## config.mk

```make
export PLATFORM = sky130hd
export DESIGN_NAME = dbram_load_align
export DESIGN_NICKNAME = d
export VERILOG_FILES = /design/src/rtl/dbram_load_align.sv
export SDC_FILE = /design/constraint.sdc
export NUM_CORES = 1
export LEC_CHECK = 0
export ABC_CLOCK_PERIOD_IN_PS = 4500
export CAP_MARGIN = 10
export CORE_MARGIN = 2
export CORE_UTILIZATION = 49
export CTS_CLUSTER_DIAMETER = 200
export DETAILED_ROUTE_END_ITERATION = 16
export HOLD_SLACK_MARGIN = 0.02
export PLACE_DENSITY = 0.69
export SYNTH_ARGS = -nofsm -noshare
export SYNTH_HDL_FRONTEND = slang
export SYNTH_SLANG_ARGS = --single-unit
```

## constraint.sdc

```tcl
create_clock -name clk -period 4.5 [get_ports clk]
set_input_delay 0.9 -clock clk [delete_from_list [all_inputs] [get_ports clk]]
set_output_delay 0.9 -clock clk [all_outputs]
set_load 0.01 [all_outputs]
```

## src/rtl/dbram_load_align.sv

```systemverilog
// Load-return aligner between the data BRAM and writeback: records load attributes
// at issue, formats the returned word, and queues results in order behind valid/ready.
module dbram_load_align #(
  parameter int DEPTH = 4,
  parameter int ID_W  = 4
) (
  input  logic            clk,
  input  logic            rst,
  input  logic            req_valid,
  input  logic [2:0]      req_fn3,
  input  logic [1:0]      req_byte_off,
  input  logic [ID_W-1:0] req_id,
  output logic            req_ready,
  input  logic            rd_valid,
  input  logic [31:0]     rd_data,
  output logic            wb_valid,
  output logic [31:0]     wb_data,
  output logic [ID_W-1:0] wb_id,
  input  logic            wb_ready,
  output logic            err
);

  localparam int PTR_W = $clog2(DEPTH);
  localparam int CNT_W = PTR_W + 1;

  typedef struct packed {
    logic [2:0]      fn3;
    logic [1:0]      off;
    logic [ID_W-1:0] id;
  } attr_t;

  // Byte/halfword lane select plus sign or zero extension; unknown fn3 passes the word.
  function automatic logic [31:0] format_load(input logic [2:0]  fn3,
                                               input logic [1:0]  off,
                                               input logic [31:0] data);
    logic [7:0]  b;
    logic [15:0] h;
    logic [31:0] r;
    case (off)
      2'd0:    b = data[7:0];
      2'd1:    b = data[15:8];
      2'd2:    b = data[23:16];
      default: b = data[31:24];
    endcase
    h = off[1] ? data[31:16] : data[15:0];
    case (fn3)
      3'b000:  r = {{24{b[7]}}, b};
      3'b001:  r = {{16{h[15]}}, h};
      3'b100:  r = {24'd0, b};
      3'b101:  r = {16'd0, h};
      default: r = data;
    endcase
    return r;
  endfunction

  logic [CNT_W-1:0] occ_q,      occ_d;
  logic             req_ready_q, req_ready_d;
  attr_t            attr_mem_q [DEPTH];
  attr_t            attr_mem_d [DEPTH];
  logic [PTR_W-1:0] attr_wp_q,  attr_wp_d;
  logic [PTR_W-1:0] attr_rp_q,  attr_rp_d;
  logic [CNT_W-1:0] attr_cnt_q, attr_cnt_d;
  logic [31:0]      res_data_q [DEPTH];
  logic [31:0]      res_data_d [DEPTH];
  logic [ID_W-1:0]  res_id_q   [DEPTH];
  logic [ID_W-1:0]  res_id_d   [DEPTH];
  logic [PTR_W-1:0] res_wp_q,   res_wp_d;
  logic [PTR_W-1:0] res_rp_q,   res_rp_d;
  logic [CNT_W-1:0] res_cnt_q,  res_cnt_d;
  logic             wb_valid_q, wb_valid_d;
  logic             err_q,      err_d;

  logic             accept_s;
  logic             retire_s;
  logic             rd_ok_s;
  attr_t            head_s;
  logic [31:0]      fmt_s;

  // Next-state for occupancy, both FIFOs, sticky error and the registered handshakes.
  always_comb begin
    accept_s   = req_valid & req_ready_q;
    retire_s   = wb_valid_q & wb_ready;
    rd_ok_s    = rd_valid & (attr_cnt_q != {CNT_W{1'b0}});
    head_s     = attr_mem_q[attr_rp_q];
    fmt_s      = format_load(head_s.fn3, head_s.off, rd_data);

    occ_d      = occ_q;
    attr_mem_d = attr_mem_q;
    attr_wp_d  = attr_wp_q;
    attr_rp_d  = attr_rp_q;
    attr_cnt_d = attr_cnt_q;
    res_data_d = res_data_q;
    res_id_d   = res_id_q;
    res_wp_d   = res_wp_q;
    res_rp_d   = res_rp_q;
    res_cnt_d  = res_cnt_q;

    case ({accept_s, retire_s})
      2'b10:   occ_d = occ_q + CNT_W'(1);
      2'b01:   occ_d = occ_q - CNT_W'(1);
      default: occ_d = occ_q;
    endcase

    if (accept_s) begin
      attr_mem_d[attr_wp_q] = '{fn3: req_fn3, off: req_byte_off, id: req_id};
      attr_wp_d             = attr_wp_q + PTR_W'(1);
    end else begin
      attr_wp_d             = attr_wp_q;
    end

    if (rd_ok_s) begin
      attr_rp_d            = attr_rp_q + PTR_W'(1);
      res_data_d[res_wp_q] = fmt_s;
      res_id_d[res_wp_q]   = head_s.id;
      res_wp_d             = res_wp_q + PTR_W'(1);
    end else begin
      attr_rp_d            = attr_rp_q;
      res_wp_d             = res_wp_q;
    end

    if (retire_s) begin
      res_rp_d = res_rp_q + PTR_W'(1);
    end else begin
      res_rp_d = res_rp_q;
    end

    case ({accept_s, rd_ok_s})
      2'b10:   attr_cnt_d = attr_cnt_q + CNT_W'(1);
      2'b01:   attr_cnt_d = attr_cnt_q - CNT_W'(1);
      default: attr_cnt_d = attr_cnt_q;
    endcase

    case ({rd_ok_s, retire_s})
      2'b10:   res_cnt_d = res_cnt_q + CNT_W'(1);
      2'b01:   res_cnt_d = res_cnt_q - CNT_W'(1);
      default: res_cnt_d = res_cnt_q;
    endcase

    // Credit is computed from next occupancy so req_ready itself is a flop.
    req_ready_d = (occ_d < CNT_W'(DEPTH));
    wb_valid_d  = (res_cnt_d != {CNT_W{1'b0}});
    err_d       = err_q
                | (req_valid & ~req_ready_q)
                | (rd_valid & (attr_cnt_q == {CNT_W{1'b0}}));
  end

  // State registers; reset discards every in-flight attribute and result.
  always_ff @(posedge clk or negedge rst) begin
    if (!rst) begin
      occ_q       <= {CNT_W{1'b0}};
      req_ready_q <= 1'b1;
      attr_wp_q   <= {PTR_W{1'b0}};
      attr_rp_q   <= {PTR_W{1'b0}};
      attr_cnt_q  <= {CNT_W{1'b0}};
      res_wp_q    <= {PTR_W{1'b0}};
      res_rp_q    <= {PTR_W{1'b0}};
      res_cnt_q   <= {CNT_W{1'b0}};
      wb_valid_q  <= 1'b0;
      err_q       <= 1'b0;
      for (int i = 0; i < DEPTH; i++) begin
        attr_mem_q[i] <= '0;
        res_data_q[i] <= 32'd0;
        res_id_q[i]   <= {ID_W{1'b0}};
      end
    end else begin
      occ_q       <= occ_d;
      req_ready_q <= req_ready_d;
      attr_wp_q   <= attr_wp_d;
      attr_rp_q   <= attr_rp_d;
      attr_cnt_q  <= attr_cnt_d;
      res_wp_q    <= res_wp_d;
      res_rp_q    <= res_rp_d;
      res_cnt_q   <= res_cnt_d;
      wb_valid_q  <= wb_valid_d;
      err_q       <= err_d;
      attr_mem_q  <= attr_mem_d;
      res_data_q  <= res_data_d;
      res_id_q    <= res_id_d;
    end
  end

  assign req_ready = req_ready_q;
  assign wb_valid  = wb_valid_q;
  assign wb_data   = res_data_q[res_rp_q];
  assign wb_id     = res_id_q[res_rp_q];
  assign err       = err_q;

endmodule
```

==> metrics.txt <==
worst r2r path cells=7; Final Non-Filler Cells=1177; post-cts resize count=0; count of cell types in the netlist=46; sequential area share after synthesis=50.3%; htree depth=4; Final ANT Viol Nets=0; Setup Fix Bufs, Post-CTS=0; DR iter-0 viols=654; Final Net Count=954; die width=147 µm; crit path max fanout=18; Clock Sinks=200; layout cell share with drive strength beyond 1=21.2%; CORE AREA=0.0201 mm²; Core Util, Final=58.2%; Fin Setup TNS=0 ns; largest net degree at the start of global routing=122; worst-skew pair later-pin latency=0.44 ns; Clock Skews=0.00952 ns; Synth area leaders=dfrtp_1 50%, mux4_2 10%, mux2_2 4.6%; CP startpoint kind=flop; DP Cell Count=1145; Syn Std Cell Area=0.00996 mm²; Cells after Synth=831; Yosys reg bits=200; Initial Util=49.5%; Power Density=873 mW/mm²; Synth area leader=dfrtp_1; Yosys warnings=0; Max-cap violations=0; diodes inserted=0; WP data required=3.60 ns; fillcell total=1623; vias in the first global route=7207; Worst Hold Depth=1; clock share of power=16.3%; Detailed Route WL=25000 µm; # IOs=85; CTS Buf Count=17; critical path endpoint category=output pin; Worst path depth=3; Final Cycle Share=79.2%; Worst VDD drop=0.000419 V; antenna violations before repair=0; First-pass DRT Iterations=5; slowest stage delay, CP=0.66 ns; DR WL/cell=21.3 µm; DRC viols=0; Via density=6.06; area delta synth->final=17.4%; Crit Path Class=reg2out; Sw Pwr=4.07 mW; HPWL Detailed=16400 µm; via count=7130; sequential share of power=32.9%; worst slew pin tran=1.12 ns; FP Rows=52; Pint=6.15 mW; first-pass GRT wire length=40700 µm; Final Hold Fails=0; GR Util All Layers=24.5%; crit path DAT=2.67 ns; combinational share of power=50.8%; status=finished clean; RSZ-0062 raised after global routing=false; Net Count, Synth=891; Worst path top cell family by delay=buffers and inverters; die height=147 µm; Post-CTS Hold Buffers=0; area share of the largest cell type after synthesis=50.0%; CTS root buf=clkbuf_16; Max clock buf depth=2; total gr overflow=0; Leak Pwr=4.78 nW; Die ar.=0.0215 mm²; Post-Syn Area per Cell=12.0 µm²; slowest CP cell=dfrtp_2; Final setup viols=0; CTS tree=done; crit-path cells=buf_4 > mux4_2 > clkdlybuf4s50_1; Worst Path Buf+Inv=2; post-layout min period=3.57 ns; Fmax achieved=0.280 GHz; Final GP Congestion=0.824; Min-Delay Path Class=reg2reg; Slew Limit Headroom=25.1%; Max Slew Vio Count=0; Reg clk slew, reported paths=0.07 ns; switching share of power=39.8%; PortBufs=84
-- worst paths after layout --
check	start	endpoint	slack, ns
min	res_cnt_q[2]	res_cnt_q[2]	0.46
max	res_rp_q[0]	wb_data[25]	0.93
max in group asynchronous	rst	res_data_q[89]	2.99
min reg2reg	res_cnt_q[2]	res_cnt_q[2]	0.46
max reg2reg	attr_rp_q[0]	res_data_q[93]	1.26
min in group asynchronous	rst	res_data_q[65]	0.63
-- worst register-to-register path: stages (launching register included) --
cell,delay [ns]
dfrtp_1,0.65
mux4_2,0.79
a211oi_1,0.46
a2111oi_4,0.05
buf_4,0.20
nand2_2,0.49
buf_12,0.28
a41oi_1,0.14
-- Yosys cell counts, drive strengths merged --
library cell  instances
mux4                 46
and2                  5
or2                   1
buf                  19
or3b                  1
o22ai                 4
nor4                  1
nor2b                 1
or3                   1
nand2b                6
a2111oi               1
o221a                24
a21o                  1
fa                    3
a2bb2oi              24
dfstp                 1
o21ai                 8
a22o                  1
o31ai                24
inv                  14
mux2                 41
nor3                  1
a41oi                48
a21boi                2
a211oi                1
a221o                 1
o31a                  1
nand2               112
nor2                 96
nand3                 4
mux2i                22
clkbuf               41
dfrtp               199
a31oi                12
or4                   1
xnor2                 8
xor2                  7
o211a                 4
nand3b                3
a21oi                30
ha                   11
-- cells by family after synthesis --
kind of cell / after synthesis / share of synthesized area [%]
xor+xnor: 15 / 1.32
flops: 200 / 50.3
compound gates: 186 / 16.4
fa+ha+maj: 14 / 1.98
buf+inv: 74 / 3.34
simple gates: 233 / 9.42
mux: 109 / 17.2
-- power groups by stage --
stage          Combinational, mW  Sequential [mW]  Clock (mW)
4_1_cts                     5.21             3.35        1.69
3_3_place_gp                5.09             3.36           0
5_1_grt                     5.64             3.47        1.77
3_5_place_dp                5.18             3.38           0
6_report                    5.19             3.36        1.67
2_1_floorplan               3.75             3.06           0
-- sequential cells by signal, summed over array words and instances, names as in the netlist, 3 cells and up --
register,flops
attr_cnt_q,3
attr_mem_q,36
res_data_q,128
res_cnt_q,3
occ_q,3
res_id_q,16
-- cells in the final DEF (no fill, tap or decap), drive strengths merged, types with 2 or more instances in the layout --
cell	Yosys	routed
xnor2	8	8
nand3	4	4
nor2	96	96
a2bb2oi	24	24
o31ai	24	24
a21oi	30	30
nand2	112	112
fa	3	3
o22ai	4	4
buf	19	20
nand3b	3	3
a41oi	48	48
a31oi	12	12
o211a	4	4
and2	5	5
clkinv	0	2
nand2b	6	6
mux2	41	41
bufinv	0	3
ha	11	11
dfrtp	199	199
clkdlybuf4s50	0	83
mux4	46	46
xor2	7	7
o21ai	8	8
inv	14	23
mux2i	22	22
o221a	24	24
a21boi	2	2
clkbuf	41	18
-- cell type report --
type | instances | area (µm²) | share of cell area (%)
flip-flops and latches | 200 | 5010 | 42.8
clock inverters | 15 | 224 | 1.92
well taps | 270 | 338 | 2.89
inverters | 14 | 52.6 | 0.449
multi-input cells | 557 | 4630 | 39.6
repair buffers | 104 | 1020 | 8.72
clock buffers | 17 | 425 | 3.64
-- stage by stage --
stage / setup WS [ns] / hold slack, ns / power [mW] / area [µm²]
after floorplan: 1.62 / 0.430 / 6.80 / 9960
after global placement: 1.17 / 0.443 / 8.44 / 11000
after detailed placement: 1.13 / 0.451 / 8.56 / 11000
after CTS: 0.892 / 0.463 / 10.3 / 11700
after global routing: 0.819 / 0.477 / 10.9 / 11700
final: 0.935 / 0.464 / 10.2 / 11700
-- routing by layer --
metal	vias up	track usage, %	routed length, µm
li1	3226	-	-
met1	3620	36.1	11500
met2	246	36.8	11400
met3	38	4.97	1570
met4	0	7.96	546
met5	-	0	0
No activity file was read; power rests on OpenSTA's default activity.
